## src/rtl/ahb_lite_ram_ctrl_if.sv

```systemverilog
// rtl/ahb_lite_ram_ctrl_if.sv - AHB-Lite bus signals between master/interconnect and the RAM controller slave
interface ahb_lite_ram_ctrl_if;
    logic        hsel;
    logic [31:0] haddr;
    logic [1:0]  htrans;
    logic        hwrite;
    logic [2:0]  hsize;
    logic [31:0] hwdata;
    logic        hready;
    logic [31:0] hrdata;
    logic        hreadyout;
    logic        hresp;

    modport master (
        output hsel, haddr, htrans, hwrite, hsize, hwdata, hready,
        input  hrdata, hreadyout, hresp
    );

    modport slave (
        input  hsel, haddr, htrans, hwrite, hsize, hwdata, hready,
        output hrdata, hreadyout, hresp
    );
endinterface

```

## src/rtl/ahb_lite_ram_ctrl.sv

```systemverilog
// rtl/ahb_lite_ram_ctrl.sv - AHB-Lite slave front-end for four byte-lane dual-port RAMs
module ahb_lite_ram_ctrl #(
    parameter int ADDR_WIDTH = 6
) (
    input  logic                  clk,
    input  logic                  rst_n,
    ahb_lite_ram_ctrl_if.slave    bus,
    output logic [ADDR_WIDTH-1:0] ram_read_addr,
    output logic [ADDR_WIDTH-1:0] ram_write_addr,
    output logic [31:0]           ram_wdata,
    output logic [3:0]            ram_we,
    input  logic [31:0]           ram_rdata
);

    typedef enum logic [1:0] {
        ST_IDLE = 2'd0,
        ST_DATA = 2'd1,
        ST_ERR1 = 2'd2,
        ST_ERR2 = 2'd3
    } state_t;

    state_t                state_q;
    state_t                state_nxt;
    logic                  hreadyout_q;
    logic                  hresp_q;
    logic                  wr_q;
    logic [ADDR_WIDTH-1:0] idx_q;
    logic [3:0]            mask_q;
    logic [3:0]            fwd_mask_q;
    logic [31:0]           fwd_data_q;

    logic                  accept;
    logic                  take;
    logic                  illegal;
    logic [3:0]            mask;
    logic [ADDR_WIDTH-1:0] addr_idx;
    logic                  wr_active;
    logic                  hazard;

    // Upper address bits and HTRANS[0] carry no meaning for this slave.
    logic unused_bits;
    assign unused_bits = &{1'b0, bus.haddr[31:ADDR_WIDTH+2], bus.htrans[0]};

    assign accept   = bus.hsel & bus.hready & bus.htrans[1];
    // ERR1 holds the bus stalled, so nothing can be taken there.
    assign take     = accept && (state_q != ST_ERR1);
    assign addr_idx = bus.haddr[ADDR_WIDTH+1:2];

    // Byte-lane mask and alignment legality of the address-phase transfer.
    always_comb begin
        mask    = 4'b0000;
        illegal = 1'b0;
        case (bus.hsize)
            3'd0: begin
                mask    = 4'b0001 << bus.haddr[1:0];
                illegal = 1'b0;
            end
            3'd1: begin
                mask    = bus.haddr[1] ? 4'b1100 : 4'b0011;
                illegal = bus.haddr[0];
            end
            3'd2: begin
                mask    = 4'b1111;
                illegal = (bus.haddr[1:0] != 2'b00);
            end
            default: begin
                mask    = 4'b0000;
                illegal = 1'b1;
            end
        endcase
    end

    // A read landing on the word whose write is committing this edge sees old RAM data.
    assign wr_active = (state_q == ST_DATA) && wr_q;
    assign hazard    = take && !illegal && !bus.hwrite && wr_active && (addr_idx == idx_q);

    // Next-state selection for the transfer pipeline.
    always_comb begin
        state_nxt = ST_IDLE;
        case (state_q)
            ST_ERR1: state_nxt = ST_ERR2;
            default: begin
                if (take) begin
                    state_nxt = illegal ? ST_ERR1 : ST_DATA;
                end else begin
                    state_nxt = ST_IDLE;
                end
            end
        endcase
    end

    // FSM, registered bus response and captured address-phase attributes.
    always_ff @(posedge clk or negedge rst_n) begin
        if (!rst_n) begin
            state_q     <= ST_IDLE;
            hreadyout_q <= 1'b1;
            hresp_q     <= 1'b0;
            wr_q        <= 1'b0;
            idx_q       <= '0;
            mask_q      <= 4'b0000;
        end else begin
            state_q     <= state_nxt;
            hreadyout_q <= (state_nxt != ST_ERR1);
            hresp_q     <= (state_nxt == ST_ERR1) || (state_nxt == ST_ERR2);
            if (take) begin
                wr_q   <= bus.hwrite & ~illegal;
                idx_q  <= addr_idx;
                mask_q <= illegal ? 4'b0000 : mask;
            end else begin
                wr_q   <= 1'b0;
            end
        end
    end

    // Forwarding register: live for exactly the one read data phase after a collision.
    always_ff @(posedge clk or negedge rst_n) begin
        if (!rst_n) begin
            fwd_mask_q <= 4'b0000;
            fwd_data_q <= 32'h0;
        end else begin
            fwd_mask_q <= hazard ? ram_we : 4'b0000;
            if (hazard) begin
                fwd_data_q <= bus.hwdata;
            end
        end
    end

    assign ram_we         = wr_active ? mask_q : 4'b0000;
    assign ram_write_addr = idx_q;
    assign ram_wdata      = bus.hwdata;
    assign ram_read_addr  = addr_idx;

    // Per-lane merge of forwarded bytes over the RAM output.
    always_comb begin
        bus.hrdata = ram_rdata;
        for (int n = 0; n < 4; n++) begin
            if (fwd_mask_q[n]) begin
                bus.hrdata[8*n +: 8] = fwd_data_q[8*n +: 8];
            end
        end
    end

    assign bus.hreadyout = hreadyout_q;
    assign bus.hresp     = hresp_q;

endmodule

```

## src/flat_wrapper.sv

```systemverilog
// flat-port wrapper written by rule: the top's interface ports become plain ports
module ahb_lite_ram_ctrl_flat 
#(
    parameter int ADDR_WIDTH = 6
)
  (clk, rst_n, ram_read_addr, ram_write_addr, ram_wdata, ram_we, ram_rdata, bus_hsel, bus_haddr, bus_htrans, bus_hwrite, bus_hsize, bus_hwdata, bus_hready, bus_hrdata, bus_hreadyout, bus_hresp);
  ahb_lite_ram_ctrl_if bus_i ();
  input  logic clk;
  input  logic rst_n;
  output logic [ADDR_WIDTH-1:0] ram_read_addr;
  output logic [ADDR_WIDTH-1:0] ram_write_addr;
  output logic [31:0] ram_wdata;
  output logic [3:0] ram_we;
  input  logic [31:0] ram_rdata;
  input wire logic [$bits(bus_i.hsel)-1:0] bus_hsel;
  input wire logic [$bits(bus_i.haddr)-1:0] bus_haddr;
  input wire logic [$bits(bus_i.htrans)-1:0] bus_htrans;
  input wire logic [$bits(bus_i.hwrite)-1:0] bus_hwrite;
  input wire logic [$bits(bus_i.hsize)-1:0] bus_hsize;
  input wire logic [$bits(bus_i.hwdata)-1:0] bus_hwdata;
  input wire logic [$bits(bus_i.hready)-1:0] bus_hready;
  output wire logic [$bits(bus_i.hrdata)-1:0] bus_hrdata;
  output wire logic [$bits(bus_i.hreadyout)-1:0] bus_hreadyout;
  output wire logic [$bits(bus_i.hresp)-1:0] bus_hresp;
  assign bus_i.hsel = bus_hsel;
  assign bus_i.haddr = bus_haddr;
  assign bus_i.htrans = bus_htrans;
  assign bus_i.hwrite = bus_hwrite;
  assign bus_i.hsize = bus_hsize;
  assign bus_i.hwdata = bus_hwdata;
  assign bus_i.hready = bus_hready;
  assign bus_hrdata = bus_i.hrdata;
  assign bus_hreadyout = bus_i.hreadyout;
  assign bus_hresp = bus_i.hresp;
  ahb_lite_ram_ctrl #(.ADDR_WIDTH(ADDR_WIDTH)) u_core (.clk(clk), .rst_n(rst_n), .bus(bus_i), .ram_read_addr(ram_read_addr), .ram_write_addr(ram_write_addr), .ram_wdata(ram_wdata), .ram_we(ram_we), .ram_rdata(ram_rdata));
endmodule
```

## config.mk

```make
export PLATFORM = sky130hd
export DESIGN_NAME = ahb_lite_ram_ctrl_flat
export DESIGN_NICKNAME = d
export VERILOG_FILES = /design/src/rtl/ahb_lite_ram_ctrl_if.sv /design/src/rtl/ahb_lite_ram_ctrl.sv /design/src/flat_wrapper.sv
export SDC_FILE = /design/constraint.sdc
export NUM_CORES = 1
export LEC_CHECK = 0
export ABC_AREA = 1
export CORE_UTILIZATION = 33
export CTS_CLUSTER_SIZE = 14
export DETAILED_ROUTE_END_ITERATION = 8
export GPL_TIMING_DRIVEN = 0
export PLACE_DENSITY = 0.73
export SYNTH_ARGS = -nofsm -noshare
export SYNTH_HDL_FRONTEND = slang
export SYNTH_SLANG_ARGS = --single-unit
```

## constraint.sdc

```tcl
create_clock -name clk -period 1.3 [get_ports clk]
set_input_delay 0.26 -clock clk [delete_from_list [all_inputs] [get_ports clk]]
set_output_delay 0.26 -clock clk [all_outputs]
set_load 0.01 [all_outputs]
```

Word-level counts from Yosys, hierarchy flattened
Cells that the tools add are included.
Word-level totals
  flip-flop bits (word level): 51
  bits of input ports: 106
  word-level logic and storage cells: 47
  bits in latches: 0
  memory bits (writable): 0
  memories: 0
  output and inout bits: 82
  ROM bits: 0
Operators by class
  divide/modulo/power cells: 0
  $mul: 0
  shift-type cells: 1
  bitwise logic cells: 4
  muxes and demuxes: 14
  reduce and logical (&&, ||, !) cells: 11
  add/subtract/negate cells: 0
  magnitude comparators: 0
  equal/unequal tests: 9
Operators by type and width (count)
  $mux W8: 4
  $mux W4: 4
  $pmux W4 S3: 1
  $eq A2 B2 Y1 const B: 3
  $eq A6 B6 Y1: 1
  $logic_and A1 B1 Y1: 6
  $mux W2: 3
  $ne A2 B2 Y1 const B: 2
  $shl A1 B2 Y4 const A: 1
  $and A1 B1 Y1: 3
  $eq A3 B1 Y1 const B: 1
  $eq A3 B2 Y1 const B: 1
  $logic_not A3 Y1: 1
  $pmux W1 S3: 1
  $eq A2 B1 Y1 const B: 1
  $logic_not A1 Y1: 2
  $reduce_bool A2 Y1: 1
  $logic_or A1 B1 Y1: 1
  $mux W1: 1
  $not A1 Y1: 1

Longest topological paths before layout
  depth in word-level cells: 8
  depth in mapped cells: 10
  depth with buffers taken out: 9

Worst setup path before layout
No wires, ideal clock.
  path type: register to register
  from: reg u_core.bus.hresp (netlist name)
  to: reg u_core.fwd_data_q[10]
  stages on the path, launching flop included: 8
  arrival: 1276 ps
  path buffers: 1
  path slack: -92 ps
  cell sequence: dfrtp_1 -> nand2_2 -> nand4_4 -> nor2_8 -> nand3_4 -> buf_6 -> nand2_1 -> nand2_1
RTL lines
  to (signal assigned): RTL line ahb_lite_ram_ctrl.sv:123  | fwd_data_q <= bus.hwdata;
  to (decl): RTL line ahb_lite_ram_ctrl.sv:30  | logic [31:0] fwd_data_q;

Worst setup path after layout
  from: reg u_core.fwd_mask_q[3]
  to: out bus_hrdata[31]
Between the ends
  word-level cells in the longest chain between the ends: 1
RTL lines
  from (decl): RTL line ahb_lite_ram_ctrl.sv:29  | logic [3:0] fwd_mask_q;
  from (signal assigned): RTL line ahb_lite_ram_ctrl.sv:121  | fwd_mask_q <= hazard ? ram_we : 4'b0000;
  $mux W8: RTL line ahb_lite_ram_ctrl.sv:137  | if (fwd_mask_q[n]) begin
  to (decl): RTL line flat_wrapper.sv:22  | output wire logic [$bits(bus_i.hrdata)-1:0] bus_hrdata;
Every way passes these cells.

==> impl_metrics.yaml <==
route:
  met1_length_um: 3790
  drc: 0
  detail-route-antenna-nets: 0
  dr.pass1.iters: 4
  vias: 3099
  routedWlPerCell_um: 14.2
  top_layer_used: "met4"
  wl_met2_um: 5290
  drt_wl_total_um: 9670
  drt_iter0_drc: 101
  wl_met3_um: 561
  post_drt_via_cell_ratio: 4.54
timing:
  fin_crit_sh: 1.25
  final.setup.tns_ps: -19270
  finalSetupViolCount: 78
  grt_setup_unrepaired: "yes"
  worst_clock_skew_ps: 4.40
  slew_viol_final: 0
  fin_ws_ps: -321
  hold_viol: 0
  max_freq_mhz: 617
  fin_crit_ps: 1620
  slew_headroom: 0.621
  tightestPinTransition_ps: 569
synth:
  synthAdderAreaFrac: 0
  synth-seq-cells: 50
  synth_area_per_cell_um2: 8.30
  synth_compound_area_frac: 0.0240
  synth_cells: 352
  synth_top_family_by_area: "simple AND/OR/NAND/NOR gates"
  synthesis.area_um2: 2920
  synth-simple-area-share: 0.266
  synth.area.mux_share: 0.123
  yosysWarnings: 0
  ys_types: 19
  synth_xor_area_frac: 0
  yosysSeqAreaShare: 0.429
  synth_nets: 458
setup_path:
  worstPathArrival_ps: 1360
  cp-endpoint: "bus_hrdata[31]"
  worstPathMaxFanout: 7
  cp.required_ps: 1040
  cp-startpoint: "u_core.fwd_mask_q[3]"
  r2r_slack_ps: -260
  critPathCaptureType: "output pin"
  r2r_end: "u_core.fwd_data_q[12]"
  start_kind: "flop"
  reg2reg_from: "u_core.bus.hresp"
  critical_path_class: "reg2out"
  reg2reg_depth: 10
cells_and_area:
  n_fill_cell: 666
  fin_util: 0.696
  final_cells: 683
  fin_area_um2: 5830
  synthToLayoutAreaGrowth_pct: 99.7
  final_common_cell: "nand2_1"
  final_cell_mix: "nand2_1, buf_6, buf_4"
  drive_gt1_frac: 0.535
  diodes: 0
  fin_nets: 683
cts:
  cts-buffers-inserted: 5
  cts_tree: "built"
  clockBufferDepth: 2
  clkTransAtPathRegs_ps: 90
  clock_sinks: 50
  cts-htree-levels: 2
  clk_latency_ps: 290
  cts-root-buf: "clkbuf_8"
power:
  p_comb_frac: 0.366
  irDropWorstVdd_uv: 812
  power_frac_seq: 0.416
  p_total_uw: 4260
  switching_share: 0.304
  internal_power_uw: 2970
  p_switching_uw: 1300
  p_leak_uw: 0.00299
  p_clk_frac: 0.218
  p_per_area_nw_per_um2: 731
hold_path:
  hp-class: "in2reg"
  min_from: "bus_hwdata[7]"
floorplanning:
  initial_core_util: 0.348
  rows: 33
  die-area_um2: 9230
  fp.dieW_um: 96.1
  core_um2: 8380
  die_h_um: 96.1
  io_pins: 188
global_routing:
  grt_pass1_vias: 2994
  grtUsageTotal: 0.201
  grt_max_degree: 29
  grt_pass1_wl_um: 14300
  antenna_found_initial: 0
  grt-ovfl-total: 0
placement:
  placed_cells: 620
  placed_area_um2: 4690
  globalplace.congestion: 0.784
  io_buffers: 162
  hpwl_um: 6250
status:
  violations: "negative setup slack"
  outcome: "complete, but fails checks"
job:
  cap_violations: 0
## worst min path at each step
stage                                       end  slack (ps)  cells after the start
final                      u_core.fwd_data_q[7]         340                      3
after global routing      u_core.fwd_data_q[25]         350                      3
after CTS                  u_core.fwd_data_q[7]         340                      3
after detailed placement  u_core.fwd_data_q[11]         280                      1
after global placement    u_core.fwd_data_q[19]         450                      2
after floorplan                u_core.bus.hresp         -40                      0
## cells by family after synthesis
logic type             after synthesis
AND/OR/NAND/NOR                    179
AO/OA/AOI/OAI                       14
flip-flops                          50
multiplexers                        32
buffers and inverters               77
## layout make-up
type                    count  area (µm²)  share of cell area
clock inverters             1        5.00            0.000858
plain buffers              46         367              0.0629
repair buffers            223        2220               0.382
multi-input cells         226        1660               0.285
inverters                  25        96.3              0.0165
clock buffers               7        86.3              0.0148
flip-flops and latches     50        1260               0.216
well taps                 105         131              0.0225
## routing by layer
| metal | track usage | vias to the layer above |
|---|---|---|
| li1 | - | 1532 |
| met1 | 0.248 | 1475 |
| met2 | 0.375 | 88 |
| met3 | 0.0348 | 4 |
| met4 | 0.0224 | 0 |
| met5 | 0 | - |
## power by group through the flow
stage               combinational, µW  sequential [µW]  clock [µW]
finish                           1560             1770         930
global route                     1690             1790        1020
CTS                              1440             1770         957
detailed placement               1310             1810           0
global placement                 1280             1800           0
floorplan                         503             1830           0
## repair_timing
item	4_1_cts	5_1_grt
pin swaps	34	17
hold buffers	1	0
endpoints found under the hold margin	22	0
setup buffers	47	9
gates resized for setup	457	80
gates cloned	6	1
endpoints found under the setup margin	129	85
## synth_stat cells
cell type	number	area, µm²
inv_1	23	86.3
o21ai_0	12	60.1
nand2_2	2	12.5
buf_4	38	285
inv_2	2	7.51
mux2_2	32	360
buf_6	3	33.8
nand2_1	116	435
buf_2	6	30.0
a21oi_1	2	10.0
nand3_1	35	175
nor2_1	20	75.1
nand4_4	1	21.3
nor2_2	3	18.8
nand3_4	1	17.5
dfstp_2	1	26.3
nor2_8	1	20.0
dfrtp_1	49	1230
clkbuf_1	5	18.8
## critical path: stages (launching register included)
cell     delay (ps)
dfrtp_2         490
buf_4           160
mux2_4          290
buf_6           120
## through the flow
step | hold slack (ps) | setup slack [ps]
finish | 339 | -321
global route | 345 | -374
CTS | 337 | -329
detailed placement | 277 | -660
global placement | 448 | -1500
floorplan | -35.6 | -70.1
## flip-flops by register name, summed over array words and instances, names as in the netlist
signal	count
u_core.bus.hresp	1
u_core.fwd_mask_q	4
u_core.fwd_data_q	32
u_core.ram_write_addr	6
u_core.mask_q	4
u_core.wr_q	1
u_core.bus.hreadyout	1
u_core.state_q	1
Power figures use the tool's default switching activity.
